### src/rtl/cpu_pkg.sv
// Shared encodings for the mini MIPS core: opcodes, functs, ALU codes,
// branch types and the decoded control packet.
package cpu_pkg;

    localparam logic [5:0] OP_RTYPE = 6'h00;
    localparam logic [5:0] OP_J     = 6'h02;
    localparam logic [5:0] OP_JAL   = 6'h03;
    localparam logic [5:0] OP_BEQ   = 6'h04;
    localparam logic [5:0] OP_BNE   = 6'h05;
    localparam logic [5:0] OP_BLEZ  = 6'h06;
    localparam logic [5:0] OP_BGTZ  = 6'h07;
    localparam logic [5:0] OP_ADDI  = 6'h08;
    localparam logic [5:0] OP_ADDIU = 6'h09;
    localparam logic [5:0] OP_SLTI  = 6'h0A;
    localparam logic [5:0] OP_ANDI  = 6'h0C;
    localparam logic [5:0] OP_ORI   = 6'h0D;
    localparam logic [5:0] OP_XORI  = 6'h0E;
    localparam logic [5:0] OP_LUI   = 6'h0F;
    localparam logic [5:0] OP_BLT   = 6'h14;
    localparam logic [5:0] OP_BGE   = 6'h15;
    localparam logic [5:0] OP_BLTU  = 6'h16;
    localparam logic [5:0] OP_BGTU  = 6'h17;
    localparam logic [5:0] OP_LW    = 6'h23;
    localparam logic [5:0] OP_SW    = 6'h2B;

    localparam logic [5:0] FN_SLL  = 6'h00;
    localparam logic [5:0] FN_SRL  = 6'h02;
    localparam logic [5:0] FN_SRA  = 6'h03;
    localparam logic [5:0] FN_JR   = 6'h08;
    localparam logic [5:0] FN_ADD  = 6'h20;
    localparam logic [5:0] FN_ADDU = 6'h21;
    localparam logic [5:0] FN_SUB  = 6'h22;
    localparam logic [5:0] FN_SUBU = 6'h23;
    localparam logic [5:0] FN_AND  = 6'h24;
    localparam logic [5:0] FN_OR   = 6'h25;
    localparam logic [5:0] FN_XOR  = 6'h26;
    localparam logic [5:0] FN_SLT  = 6'h2A;

    localparam logic [4:0] ALU_NONE = 5'd0;
    localparam logic [4:0] ALU_ADD  = 5'd1;
    localparam logic [4:0] ALU_ADDU = 5'd2;
    localparam logic [4:0] ALU_SUB  = 5'd3;
    localparam logic [4:0] ALU_SUBU = 5'd4;
    localparam logic [4:0] ALU_AND  = 5'd5;
    localparam logic [4:0] ALU_OR   = 5'd6;
    localparam logic [4:0] ALU_XOR  = 5'd7;
    localparam logic [4:0] ALU_SLT  = 5'd8;
    localparam logic [4:0] ALU_SLL  = 5'd9;
    localparam logic [4:0] ALU_SRL  = 5'd10;
    localparam logic [4:0] ALU_SRA  = 5'd11;
    localparam logic [4:0] ALU_LUI  = 5'd12;

    localparam logic [3:0] BR_NONE = 4'd0;
    localparam logic [3:0] BR_EQ   = 4'd1;
    localparam logic [3:0] BR_NE   = 4'd2;
    localparam logic [3:0] BR_LTE  = 4'd3;
    localparam logic [3:0] BR_GT   = 4'd4;
    localparam logic [3:0] BR_LT   = 4'd5;
    localparam logic [3:0] BR_GTE  = 4'd6;
    localparam logic [3:0] BR_LTU  = 4'd7;
    localparam logic [3:0] BR_GTU  = 4'd8;

    localparam logic [4:0] LINK_REG = 5'd31;

    typedef struct packed {
        logic [4:0] rs;
        logic [4:0] rt;
        logic [4:0] dest;
        logic [4:0] shamt;
        logic [4:0] alu_ctrl;
        logic       alu_src;
        logic       reg_write;
        logic       mem_read;
        logic       mem_write;
        logic       mem_to_reg;
        logic [3:0] branch_type;
        logic       jump;
        logic       jump_reg;
        logic       link;
        logic       illegal;
    } ctrl_pkt_t;

    // BR_NONE doubles as "not a branch opcode".
    function automatic logic [3:0] branch_of(input logic [5:0] op);
        case (op)
            OP_BEQ:  return BR_EQ;
            OP_BNE:  return BR_NE;
            OP_BLEZ: return BR_LTE;
            OP_BGTZ: return BR_GT;
            OP_BLT:  return BR_LT;
            OP_BGE:  return BR_GTE;
            OP_BLTU: return BR_LTU;
            OP_BGTU: return BR_GTU;
            default: return BR_NONE;
        endcase
    endfunction

endpackage

### src/rtl/decode_ctrl.sv
// Pure combinational decoder: instruction word to control packet and
// extended immediate.
module decode_ctrl
    import cpu_pkg::*;
#(
    parameter int DATA_W = 32
) (
    input  logic [DATA_W-1:0] instr,
    output ctrl_pkt_t         pkt,
    output logic [DATA_W-1:0] imm,
    output logic              uses_rt
);

    logic [5:0]  op;
    logic [5:0]  fn;
    logic [15:0] imm16;
    logic        zext;
    logic [3:0]  br;

    assign op    = instr[31:26];
    assign fn    = instr[5:0];
    assign imm16 = instr[15:0];
    assign br    = branch_of(op);
    assign zext  = (op == OP_ANDI) || (op == OP_ORI) || (op == OP_XORI) || (op == OP_LUI);
    assign imm   = zext ? {{(DATA_W-16){1'b0}}, imm16} : {{(DATA_W-16){imm16[15]}}, imm16};

    always_comb begin
        pkt       = '0;
        pkt.rs    = instr[25:21];
        pkt.rt    = instr[20:16];
        pkt.shamt = instr[10:6];
        uses_rt   = 1'b0;
        case (op)
            OP_RTYPE: begin
                uses_rt       = 1'b1;
                pkt.dest      = instr[15:11];
                pkt.reg_write = 1'b1;
                case (fn)
                    FN_ADD:  pkt.alu_ctrl = ALU_ADD;
                    FN_ADDU: pkt.alu_ctrl = ALU_ADDU;
                    FN_SUB:  pkt.alu_ctrl = ALU_SUB;
                    FN_SUBU: pkt.alu_ctrl = ALU_SUBU;
                    FN_AND:  pkt.alu_ctrl = ALU_AND;
                    FN_OR:   pkt.alu_ctrl = ALU_OR;
                    FN_XOR:  pkt.alu_ctrl = ALU_XOR;
                    FN_SLT:  pkt.alu_ctrl = ALU_SLT;
                    FN_SLL:  pkt.alu_ctrl = ALU_SLL;
                    FN_SRL:  pkt.alu_ctrl = ALU_SRL;
                    FN_SRA:  pkt.alu_ctrl = ALU_SRA;
                    FN_JR: begin
                        pkt.dest      = '0;
                        pkt.reg_write = 1'b0;
                        pkt.jump_reg  = 1'b1;
                    end
                    default: begin
                        pkt.dest      = '0;
                        pkt.reg_write = 1'b0;
                        pkt.illegal   = 1'b1;
                    end
                endcase
            end
            OP_ADDI, OP_ADDIU, OP_SLTI, OP_ANDI, OP_ORI, OP_XORI, OP_LUI: begin
                pkt.alu_src   = 1'b1;
                pkt.dest      = instr[20:16];
                pkt.reg_write = 1'b1;
                case (op)
                    OP_ADDI:  pkt.alu_ctrl = ALU_ADD;
                    OP_ADDIU: pkt.alu_ctrl = ALU_ADDU;
                    OP_SLTI:  pkt.alu_ctrl = ALU_SLT;
                    OP_ANDI:  pkt.alu_ctrl = ALU_AND;
                    OP_ORI:   pkt.alu_ctrl = ALU_OR;
                    OP_XORI:  pkt.alu_ctrl = ALU_XOR;
                    default:  pkt.alu_ctrl = ALU_LUI;
                endcase
            end
            OP_LW: begin
                pkt.alu_ctrl   = ALU_ADD;
                pkt.alu_src    = 1'b1;
                pkt.dest       = instr[20:16];
                pkt.reg_write  = 1'b1;
                pkt.mem_read   = 1'b1;
                pkt.mem_to_reg = 1'b1;
            end
            OP_SW: begin
                uses_rt       = 1'b1;
                pkt.alu_ctrl  = ALU_ADD;
                pkt.alu_src   = 1'b1;
                pkt.mem_write = 1'b1;
            end
            OP_J: pkt.jump = 1'b1;
            OP_JAL: begin
                pkt.jump      = 1'b1;
                pkt.link      = 1'b1;
                pkt.reg_write = 1'b1;
                pkt.dest      = LINK_REG;
            end
            default: begin
                if (br != BR_NONE) begin
                    uses_rt         = 1'b1;
                    pkt.alu_ctrl    = ALU_SUB;
                    pkt.branch_type = br;
                end else begin
                    pkt.illegal = 1'b1;
                end
            end
        endcase
    end

endmodule

### src/rtl/decode_stage.sv
// Registered decode stage: valid/ready handshake, load-use hazard bubble,
// flush squash and saturating stall counter.
module decode_stage
    import cpu_pkg::*;
#(
    parameter int DATA_W      = 32,
    parameter int REG_AW      = 5,
    parameter int ALU_W       = 5,
    parameter int STALL_CNT_W = 16
) (
    input  logic                   clk,
    input  logic                   rst,
    input  logic                   in_valid,
    output logic                   in_ready,
    input  logic [DATA_W-1:0]      in_instr,
    input  logic [DATA_W-1:0]      in_pc,
    input  logic                   flush,
    input  logic                   ex_mem_read,
    input  logic [REG_AW-1:0]      ex_rt,
    output logic                   out_valid,
    input  logic                   out_ready,
    output logic [DATA_W-1:0]      out_pc,
    output logic [REG_AW-1:0]      out_rs,
    output logic [REG_AW-1:0]      out_rt,
    output logic [REG_AW-1:0]      out_dest,
    output logic [4:0]             out_shamt,
    output logic [DATA_W-1:0]      out_imm,
    output logic [ALU_W-1:0]       out_alu_ctrl,
    output logic                   out_alu_src,
    output logic                   out_reg_write,
    output logic                   out_mem_read,
    output logic                   out_mem_write,
    output logic                   out_mem_to_reg,
    output logic [3:0]             out_branch_type,
    output logic                   out_jump,
    output logic                   out_jump_reg,
    output logic                   out_link,
    output logic                   out_illegal,
    output logic [STALL_CNT_W-1:0] stall_cnt
);

    ctrl_pkt_t               dec_pkt_p0;
    logic [DATA_W-1:0]       dec_imm_p0;
    logic                    dec_uses_rt_p0;
    logic [REG_AW-1:0]       dec_rs_p0;
    logic [REG_AW-1:0]       dec_rt_p0;
    logic                    hazard;
    logic                    adv;

    ctrl_pkt_t               pkt_p1;
    logic [DATA_W-1:0]       imm_p1;
    logic [DATA_W-1:0]       pc_p1;
    logic                    vld_p1;
    logic [STALL_CNT_W-1:0]  stall_cnt_r;

    // Stage 0: combinational decode and hazard check of the incoming word
    decode_ctrl #(.DATA_W(DATA_W)) u_decode_ctrl (
        .instr   (in_instr),
        .pkt     (dec_pkt_p0),
        .imm     (dec_imm_p0),
        .uses_rt (dec_uses_rt_p0)
    );

    assign dec_rs_p0 = REG_AW'(dec_pkt_p0.rs);
    assign dec_rt_p0 = REG_AW'(dec_pkt_p0.rt);

    assign hazard = in_valid && ex_mem_read && (ex_rt != '0) &&
                    ((ex_rt == dec_rs_p0) || (dec_uses_rt_p0 && (ex_rt == dec_rt_p0)));
    assign adv      = !vld_p1 || out_ready;
    assign in_ready = flush || (adv && !hazard);

    // Stage 1: packet register toward EX
    always_ff @(posedge clk or posedge rst) begin
        if (rst) begin
            vld_p1      <= 1'b0;
            pkt_p1      <= '0;
            imm_p1      <= '0;
            pc_p1       <= '0;
            stall_cnt_r <= '0;
        end else if (flush) begin
            vld_p1 <= 1'b0;
        end else if (adv) begin
            if (hazard) begin
                vld_p1 <= 1'b0;
                if (stall_cnt_r != '1)
                    stall_cnt_r <= stall_cnt_r + 1'b1;
            end else begin
                vld_p1 <= in_valid;
                if (in_valid) begin
                    pkt_p1 <= dec_pkt_p0;
                    imm_p1 <= dec_imm_p0;
                    pc_p1  <= in_pc;
                end
            end
        end
    end

    assign out_valid       = vld_p1;
    assign out_pc          = pc_p1;
    assign out_rs          = REG_AW'(pkt_p1.rs);
    assign out_rt          = REG_AW'(pkt_p1.rt);
    assign out_dest        = REG_AW'(pkt_p1.dest);
    assign out_shamt       = pkt_p1.shamt;
    assign out_imm         = imm_p1;
    assign out_alu_ctrl    = ALU_W'(pkt_p1.alu_ctrl);
    assign out_alu_src     = pkt_p1.alu_src;
    assign out_reg_write   = pkt_p1.reg_write;
    assign out_mem_read    = pkt_p1.mem_read;
    assign out_mem_write   = pkt_p1.mem_write;
    assign out_mem_to_reg  = pkt_p1.mem_to_reg;
    assign out_branch_type = pkt_p1.branch_type;
    assign out_jump        = pkt_p1.jump;
    assign out_jump_reg    = pkt_p1.jump_reg;
    assign out_link        = pkt_p1.link;
    assign out_illegal     = pkt_p1.illegal;
    assign stall_cnt       = stall_cnt_r;

endmodule

### config.mk
export PLATFORM = sky130hd
export DESIGN_NAME = decode_stage
export DESIGN_NICKNAME = d
export VERILOG_FILES = /design/src/rtl/cpu_pkg.sv /design/src/rtl/decode_ctrl.sv /design/src/rtl/decode_stage.sv
export SDC_FILE = /design/constraint.sdc
export NUM_CORES = 1
export LEC_CHECK = 0
export ABC_AREA = 1
export CORE_MARGIN = 5
export CORE_UTILIZATION = 31
export DETAILED_ROUTE_END_ITERATION = 12
export HOLD_SLACK_MARGIN = 0.15
export REMOVE_ABC_BUFFERS = 1
export SYNTH_ARGS = -nofsm -noshare
export SYNTH_HDL_FRONTEND = slang
export SYNTH_SLANG_ARGS = --single-unit
### constraint.sdc
create_clock -name clk -period 3.6 [get_ports clk]
set_input_delay 0.36 -clock clk [delete_from_list [all_inputs] [get_ports clk]]
set_output_delay 0.36 -clock clk [all_outputs]
set_load 0.05 [all_outputs]
==> results of run 1 <==
## worst min path at each step
stage                    start         end  slack, ns  cells past startpoint
finish               out_pc[6]   out_pc[6]       0.47                      2
global route        out_pc[31]  out_pc[31]       0.49                      2
CTS                  out_pc[6]   out_pc[6]       0.48                      2
detailed placement   out_pc[6]   out_pc[6]       0.46                      2
global placement     out_rt[0]   out_rt[0]       0.45                      2
floorplan            out_ready   out_valid       0.45                      1
## cell usage after synthesis (6+ instances only)
cell / number
nand2_1: 228
dfrtp_1: 97
nand3_1: 90
nor2_1: 38
inv_1: 36
o21ai_0: 28
buf_4: 23
nand4_1: 21
xnor2_1: 10
xor2_1: 10
clkbuf_1: 9
buf_2: 8
buf_6: 8
ha_1: 6
## power by group through the flow
stage	registers, mW	logic (mW)	clock network (mW)
floorplan	1.90	0.211	0
global placement	1.32	1.31	0
detailed placement	1.32	1.31	0
CTS	1.30	1.32	1.07
global route	1.32	1.37	1.10
finish	1.30	1.30	1.02
## through the flow
step	setup slack, ns	instance area [um2]	setup TNS, ns	std cells
floorplan	-2.19	4780	-200.55	600
global placement	0.699	7100	0	1026
detailed placement	0.658	7100	0	1026
CTS	0.825	7410	0	1041
global route	0.618	7410	0	1041
finish	0.879	7410	0	1041
## cells by family after synthesis
family | count (synthesis) | synth area share
adder cells (fa/ha/maj) | 6 | 0.0147
XOR/XNOR | 20 | 0.0342
flip-flops | 97 | 0.474
AO/OA/AOI/OAI | 42 | 0.0454
buffers and inverters | 87 | 0.0943
AND/OR/NAND/NOR | 397 | 0.337
other | 1 | 0.000732
## cell type report
type / count / share of cell area
tap: 220 / 0.0371
sequential: 97 / 0.327
clock inverter: 3 / 0.00641
multi-input combinational: 466 / 0.299
inverter: 37 / 0.0191
clock buffer: 12 / 0.0359
timing repair buffer: 206 / 0.275
## worst min-delay path, stage by stage (launching register included)
cell and delay [ns]:
dfrtp_1 0.34, nand2_1 0.05, nand2_1 0.05
## cells in the final DEF, fill, tap and decap left out, types with 2 or more instances in the layout
| cell | synthesis | final |
|---|---|---|
| dfrtp_1 | 97 | 97 |
| nor3_1 | 2 | 2 |
| nor3b_1 | 4 | 3 |
| nand2_2 | 3 | 3 |
| buf_4 | 23 | 13 |
| nand2_1 | 228 | 228 |
| nor2_2 | 2 | 2 |
| inv_1 | 36 | 35 |
| nand4_1 | 21 | 21 |
| nand3_1 | 90 | 90 |
| ha_1 | 6 | 6 |
| xnor2_1 | 10 | 10 |
| a21oi_1 | 5 | 5 |
| o211ai_1 | 3 | 3 |
| nand2_4 | 2 | 2 |
| clkbuf_8 | 0 | 3 |
| o21ai_0 | 28 | 28 |
| nor2_1 | 38 | 38 |
| xor2_1 | 10 | 10 |
| clkbuf_16 | 0 | 9 |
| nand3b_1 | 5 | 5 |
| clkdlybuf4s50_1 | 0 | 192 |
## layer usage
layer,vias to the layer above,track usage,share of wire
met3,12,0.0324,0.059
li1,2412,-,-
met5,-,0,0
met4,0,0.0515,0.011
met2,152,0.258,0.45
met1,2213,0.235,0.48
==> flow_summary.yaml, run 1 <==
outcome:
  status: "completed"
final_layout:
  layout-drive-gt1-share: 0.0499
  largest_reg_flops: 32
  finalNetCount: 898
  multi_input_area_mm2: 0.00222
  nFillCells: 1628
  areaGrowthSynthToFinish_pct: 44.8
  fin_util: 0.452
  diodes: 0
  ff_latch_area_mm2: 0.00243
worst_setup_path:
  worst_r2r_endpoint: "stall_cnt[10]"
  cpPeakStageDelay_ns: 0.55
  cp-endpoint: "in_ready"
  setup.worst_path.start_class: "primary input"
  reg2reg_slack_ns: 1.64
  crit_type: "primary input to primary output"
  crit_fanout: 5
  cp.depth: 13
  worstPathArrival_ns: 2.36
  critical-path-top-delay-family: "buffers and inverters"
  crit_buf_inv: 4
  slowest_stage: "clkdlybuf4s50_1"
  crit_chain: "clkdlybuf4s50_1, inv_1, ha_1, inv_1, nor2_1, nand2_1, nand2_1, nor2_1, nand3_1, nand2_2, a21oi_2, o21ai_0, buf_4"
  r2r-start: "stall_cnt[0]"
  crit_required_ns: 3.24
  worstSetupStartpoint: "in_instr[26]"
  cp-end-kind: "primary output"
  rr_worst_depth: 10
drt:
  first_pass_iters: 4
  wl_per_cell_um: 15.2
  routed_wl_um: 15800
  drt_iter0_drc: 337
  drc: 0
  postRouteAntennaNets: 0
  vias_per_cell: 4.60
  num_vias: 4789
synthesis:
  yosys.area.top_type: "dfrtp_1"
  ys_warn_count: 0
  synth-seq-cells: 97
  synth-seq-area-share: 0.474
  ys_top_cells_by_area: "dfrtp_1 (47%), nand2_1 (17%), nand3_1 (8.8%)"
  post-synth-top-area-fraction: 0.474
  synth_ff_type: "dfrtp_1"
  synth_edf_count: 0
  syn-mean-instance-area_um2: 7.88
  syn_inst: 650
  async_flop_share: 1.00
  yosysUniqueCellTypes: 33
  syn_area_mm2: 0.00512
placed_design:
  io_buffer_count: 193
  dp_hpwl_um: 11600
  place_congestion: 0.866
global_route:
  grt_pass1_wl_um: 26200
  grt-ovfl-total: 0
  grt_start_max_net_pins: 62
  grt_pass1_vias: 4743
  antenna_found_initial: 0
  grtUsageTotal: 0.166
pwr:
  power_frac_comb: 0.359
  pwr-share-seq: 0.358
  intPower_mw: 2.24
  power.share.clock: 0.282
  switching_power_mw: 1.38
  design_power_total_mw: 3.63
  p_sw_frac: 0.381
  p_per_area_mw_per_mm2: 489
  power.leakage_nw: 3.50
  peakVddDrop_v: 0.000224
clock_tree:
  cts_max_level: 3
  hold_buffers: 0
  ctsResizeCount: 0
  cts_made_buffers: 9
  clockBufferDepth: 2
  insertion_delay_ns: 0.35
  post_cts_buffers: 0
  numClockSinks: 97
  clkTransAtPathRegs_ns: 0.07
  cts_tree: "built"
  clockRootBuffer: "clkbuf_16"
timing:
  setup_viol: 0
  fmax_ghz: 0.368
  drv_slew: 0
  period_share: 0.756
  fin_crit_ns: 2.72
  hold_viol_final: 0
  worstMarginPinSlew_ns: 0.785
  slew_headroom: 0.477
  skew_ns: 0.00657
  fin_hold_ws_ns: 0.470
  rsz0062_at_grt: "false"
worst_hold_path:
  worstHoldPathType: "flop to flop"
job:
  maxCapViolCount: 0
floorplanning:
  start_util: 0.312
  dieArea_mm2: 0.0192
  row_count: 47
  die_h_um: 139
  die_w_um: 139
  core_mm2: 0.0164
  ioPinCount: 195
Power figures use the tool's default switching activity.
==> run 2: changes to the inputs <==
==> constraint.sdc (replaced) <==
create_clock -name clk -period 2.77 [get_ports clk]
set_input_delay 0.277 -clock clk [delete_from_list [all_inputs] [get_ports clk]]
set_output_delay 0.277 -clock clk [all_outputs]
set_load 0.05 [all_outputs]
==> run 2 against run 1 <==
Against the previous run:
- clock-buffer cell count is the same
- non-clock buffer count is the same
- clock power grew 34%
- critical path depth is the same
- critical path type unchanged
==> flow_summary.yaml, run 2 (synthesis gave the netlist of run 1 again) <==
worst_setup_path:
  crit_fanout: 5
  slowest_stage: "clkdlybuf4s50_1"
  crit_chain: "clkdlybuf4s50_1, inv_1, ha_1, inv_1, nor2_1, nand2_1, nand2_1, nor2_1, nand3_1, nand2_2, a21oi_2, o21ai_0, buf_4"
  worstPathArrival_ns: 2.25
  cpPeakStageDelay_ns: 0.55
  rr_worst_depth: 10
  crit_type: "primary input to primary output"
  cp-endpoint: "in_ready"
  crit_required_ns: 2.49
  worstSetupStartpoint: "in_instr[26]"
  cp.depth: 13
  critical-path-top-delay-family: "buffers and inverters"
  worst_r2r_endpoint: "stall_cnt[7]"
  crit_buf_inv: 4
  r2r-start: "stall_cnt[0]"
  setup.worst_path.start_class: "primary input"
  cp-end-kind: "primary output"
  reg2reg_slack_ns: 0.27
final_layout:
  final_common_cell: "nand2_1"
  fin_area_mm2: 0.00747
  areaGrowthSynthToFinish_pct: 45.9
  fin_cells: 1042
  diodes: 0
  largest_reg_flops: 32
  finalNetCount: 898
  layout-drive-gt1-share: 0.0487
  layout_common_cells: "nand2_1 (228), clkdlybuf4s50_1 (192), dfrtp_1 (97)"
outcome:
  status: "completed"
pwr:
  intPower_mw: 2.97
  p_sw_frac: 0.377
  switching_power_mw: 1.80
  p_per_area_mw_per_mm2: 637
  pwr-share-seq: 0.355
  power_frac_comb: 0.357
  power.share.clock: 0.288
  peakVddDrop_v: 0.000278
  power.leakage_nw: 3.52
  design_power_total_mw: 4.76
timing:
  rsz0062_at_grt: "false"
  skew_ns: 0.00840
  finalSetupTns_ns: 0
  fmax_ghz: 0.396
  drv_slew: 0
  setup_viol: 0
  slew_headroom: 0.315
  fin_crit_ns: 2.53
  period_share: 0.912
  hold_viol_final: 0
  final.setup.worst_slack_ns: 0.244
  worstMarginPinSlew_ns: 1.02
global_route:
  grt_pass1_wl_um: 25800
  grt_start_max_net_pins: 58
  grtUsageTotal: 0.163
  grt_pass1_vias: 4649
  grt-ovfl-total: 0
  antenna_found_initial: 1
worst_hold_path:
  worstHoldPathType: "primary input to async pin"
floorplanning:
  die_h_um: 139
  row_count: 47
  core_mm2: 0.0164
  start_util: 0.312
  die_w_um: 139
  dieArea_mm2: 0.0192
  ioPinCount: 195
clock_tree:
  clockRootBuffer: "clkbuf_16"
  post_cts_buffers: 0
  clkTransAtPathRegs_ns: 0.07
  insertion_delay_ns: 0.35
  cts_max_level: 3
  cts_tree: "built"
  numClockSinks: 97
  hold_buffers: 0
  ctsResizeCount: 0
  clockBufferDepth: 2
  cts_made_buffers: 9
placed_design:
  place_congestion: 0.855
  place_inst: 1026
  post-place-ws_ns: 0.0926
  io_buffer_count: 193
  dp_hpwl_um: 11700
  placed_cell_area_mm2: 0.00715
drt:
  wl_per_cell_um: 15.2
  num_vias: 4819
  postRouteAntennaNets: 0
  first_pass_iters: 6
  routed_wl_um: 15800
  drc: 0
  drt_iter0_drc: 366
  vias_per_cell: 4.62
job:
  maxCapViolCount: 0
## run 2: stage by stage
step                       util  hold slack [ns]
final                     0.455            0.292
after global routing      0.455            0.331
after CTS                 0.455            0.309
after detailed placement  0.436            0.458
after global placement    0.436            0.452
after floorplan               -            0.363
## run 2: cell type report
class                           instances  area [um2]
Clock buffer                           12         246
Clock inverter                          4        76.3
Fill cell                            1630        8930
Inverter                               37         141
Multi-Input combinational cell        466        2220
Sequential cell                        97        2430
Tap cell                              220         275
Timing Repair Buffer                  206        2090
## run 2: how the worst min path moves through the flow
stage,from,to,slack (ns),cells past startpoint
after global placement,out_pc[4],out_pc[4],0.45,2
after detailed placement,out_pc[13],out_pc[13],0.46,2
after floorplan,out_ready,out_valid,0.36,1
final,rst,out_shamt[0],0.29,2
after CTS,rst,out_shamt[0],0.31,2
after global routing,rst,out_shamt[1],0.33,2
## run 2: metal layers
layer / vias to the layer above / track usage / wire length [um]
met5: - / 0 / 7
met4: 2 / 0.0484 / 210
met3: 16 / 0.0341 / 863
met2: 136 / 0.261 / 7290
met1: 2246 / 0.225 / 7430
li1: 2419 / - / -
## run 2: power by group through the flow
stage                     Sequential (mW)  Combinational (mW)  Clock, mW
after floorplan                      2.47               0.274          0
after global placement               1.72                1.71          0
after detailed placement             1.72                1.71          0
after CTS                            1.69                1.72       1.42
after global routing                 1.71                1.79       1.47
final                                1.69                1.70       1.37
==> run 3: changes to the inputs <==
--- a/config.mk
+++ b/config.mk
@@ -10,6 +10,7 @@
 export CORE_UTILIZATION = 31
 export DETAILED_ROUTE_END_ITERATION = 12
 export HOLD_SLACK_MARGIN = 0.15
+export PLACE_DENSITY = 0.63
 export REMOVE_ABC_BUFFERS = 1
 export SYNTH_ARGS = -nofsm -noshare
 export SYNTH_HDL_FRONTEND = slang
==> run 3 against run 2 <==
Against the previous run:
- non-clock buffer count up 2
- cell area grew 0.25%
- sequential power about the same
- critical path depth did not move
- core utilization is 0.11 points higher
- combinational power hardly changed
- largest cell class unchanged
- highest routed layer is now met4
==> flow_summary.yaml, run 3 (synthesis gave the netlist of run 1 again) <==
outcome:
  status: "completed"
worst_setup_path:
  r2r-start: "stall_cnt[0]"
  crit_required_ns: 2.49
  crit_type: "primary input to primary output"
  reg2reg_slack_ns: 0.24
  crit_fanout: 5
  setup.worst_path.start_class: "primary input"
  cp-end-kind: "primary output"
  worst_r2r_endpoint: "stall_cnt[2]"
  worstSetupStartpoint: "in_instr[26]"
  rr_worst_depth: 10
  cp-endpoint: "in_ready"
  worstPathArrival_ns: 2.31
final_layout:
  nFillCells: 1616
  layout-drive-gt1-share: 0.0486
  finalNetCount: 900
  ff_latch_area_mm2: 0.00243
  final_common_cell: "nand2_1"
  multi_input_area_mm2: 0.00222
  fin_util: 0.457
  layout_common_cells: "nand2_1 (228), clkdlybuf4s50_1 (192), dfrtp_1 (97)"
  areaGrowthSynthToFinish_pct: 46.3
  largest_reg_flops: 32
  diodes: 0
clock_tree:
  numClockSinks: 97
  cts_tree: "built"
  cts_max_level: 3
  clockRootBuffer: "clkbuf_16"
  clockBufferDepth: 2
  hold_buffers: 0
  post_cts_buffers: 0
  ctsResizeCount: 0
  clkTransAtPathRegs_ns: 0.06
  insertion_delay_ns: 0.35
  cts_made_buffers: 9
worst_hold_path:
  worstHoldPathType: "primary input to async pin"
pwr:
  power_frac_comb: 0.354
  intPower_mw: 3.03
  design_power_total_mw: 4.80
  peakVddDrop_v: 0.000296
  p_sw_frac: 0.369
  power.share.clock: 0.293
  power.leakage_nw: 3.54
  pwr-share-seq: 0.352
  p_per_area_mw_per_mm2: 641
  switching_power_mw: 1.77
floorplanning:
  ioPinCount: 195
  dieArea_mm2: 0.0192
  row_count: 47
  die_w_um: 139
  die_h_um: 139
  start_util: 0.312
  core_mm2: 0.0164
drt:
  vias_per_cell: 4.67
  first_pass_iters: 4
  drt_iter0_drc: 290
  wl_per_cell_um: 15.1
  drc: 0
  postRouteAntennaNets: 0
  num_vias: 4875
  routed_wl_um: 15700
global_route:
  grt_pass1_vias: 4642
  antenna_found_initial: 0
  grtUsageTotal: 0.158
  grt-ovfl-total: 0
  grt_pass1_wl_um: 24800
  grt_start_max_net_pins: 61
timing:
  slew_headroom: 0.306
  period_share: 0.934
  hold_viol_final: 0
  setup_viol: 0
  skew_ns: 0.00761
  drv_slew: 0
  rsz0062_at_grt: "false"
  fmax_ghz: 0.387
  fin_hold_ws_ns: 0.167
  fin_crit_ns: 2.59
  worstMarginPinSlew_ns: 1.04
placed_design:
  place_congestion: 0.879
  io_buffer_count: 193
  dp_hpwl_um: 11700
job:
  maxCapViolCount: 0
run 3: cell count changes in the layout (fill, tap and decap cells not counted):
| cell | change |
|---|---|
| clkinvlp_4 | -1 |
| clkbuf_1 | +1 |
| buf_4 | +2 |
| clkbuf_8 | -1 |
| clkinv_4 | -1 |
| bufinv_16 | +1 |
run 3: routing by layer:
metal  global-route usage  share of wire
met1                0.216           0.47
met2                0.254           0.46
met3               0.0321          0.056
met4               0.0484          0.012
met5                    0              0
run 3: per-stage QoR:
stage               TNS (ns)  instances  setup slack, ns  instance area, um2
CTS                        0       1043            0.162                7490
global route               0       1043           0.0167                7490
finish                     0       1043            0.183                7490
global placement           0       1028            0.134                7160
floorplan            -283.68        600            -3.02                4780
detailed placement         0       1028           0.0513                7160
run 3: cell type report:
type / instances / area share
Sequential cell: 97 / 0.324
Clock inverter: 3 / 0.0120
Tap cell: 220 / 0.0367
Clock buffer: 12 / 0.0316
Timing Repair Buffer: 208 / 0.281
Multi-Input combinational cell: 466 / 0.296
Inverter: 37 / 0.0189
run 3: critical path, cell delays in order:
cell,delay (ns)
clkdlybuf4s50_1,0.57
inv_1,0.09
ha_1,0.29
inv_1,0.05
nor2_1,0.03
nand2_1,0.08
nand2_1,0.05
nor2_1,0.11
nand3_1,0.14
nand2_2,0.11
a21oi_2,0.07
o21ai_0,0.19
buf_4,0.23
run 3: worst min path at each step:
stage | start | to | slack (ns) | cells past startpoint
global placement | out_pc[21] | out_pc[21] | 0.45 | 2
floorplan | out_ready | out_valid | 0.36 | 1
CTS | rst | out_pc[0] | 0.15 | 2
finish | rst | out_pc[0] | 0.17 | 2
global route | rst | out_pc[0] | 0.18 | 2
detailed placement | out_imm[11] | out_imm[11] | 0.46 | 2
run 3: power by group through the flow:
| stage | clock network [mW] | registers [mW] | logic (mW) |
|---|---|---|---|
| 5_1_grt | 1.51 | 1.71 | 1.78 |
| 6_report | 1.41 | 1.69 | 1.70 |
| 3_5_place_dp | 0 | 1.72 | 1.71 |
| 4_1_cts | 1.45 | 1.69 | 1.72 |
| 3_3_place_gp | 0 | 1.72 | 1.70 |
| 2_1_floorplan | 0 | 2.47 | 0.274 |
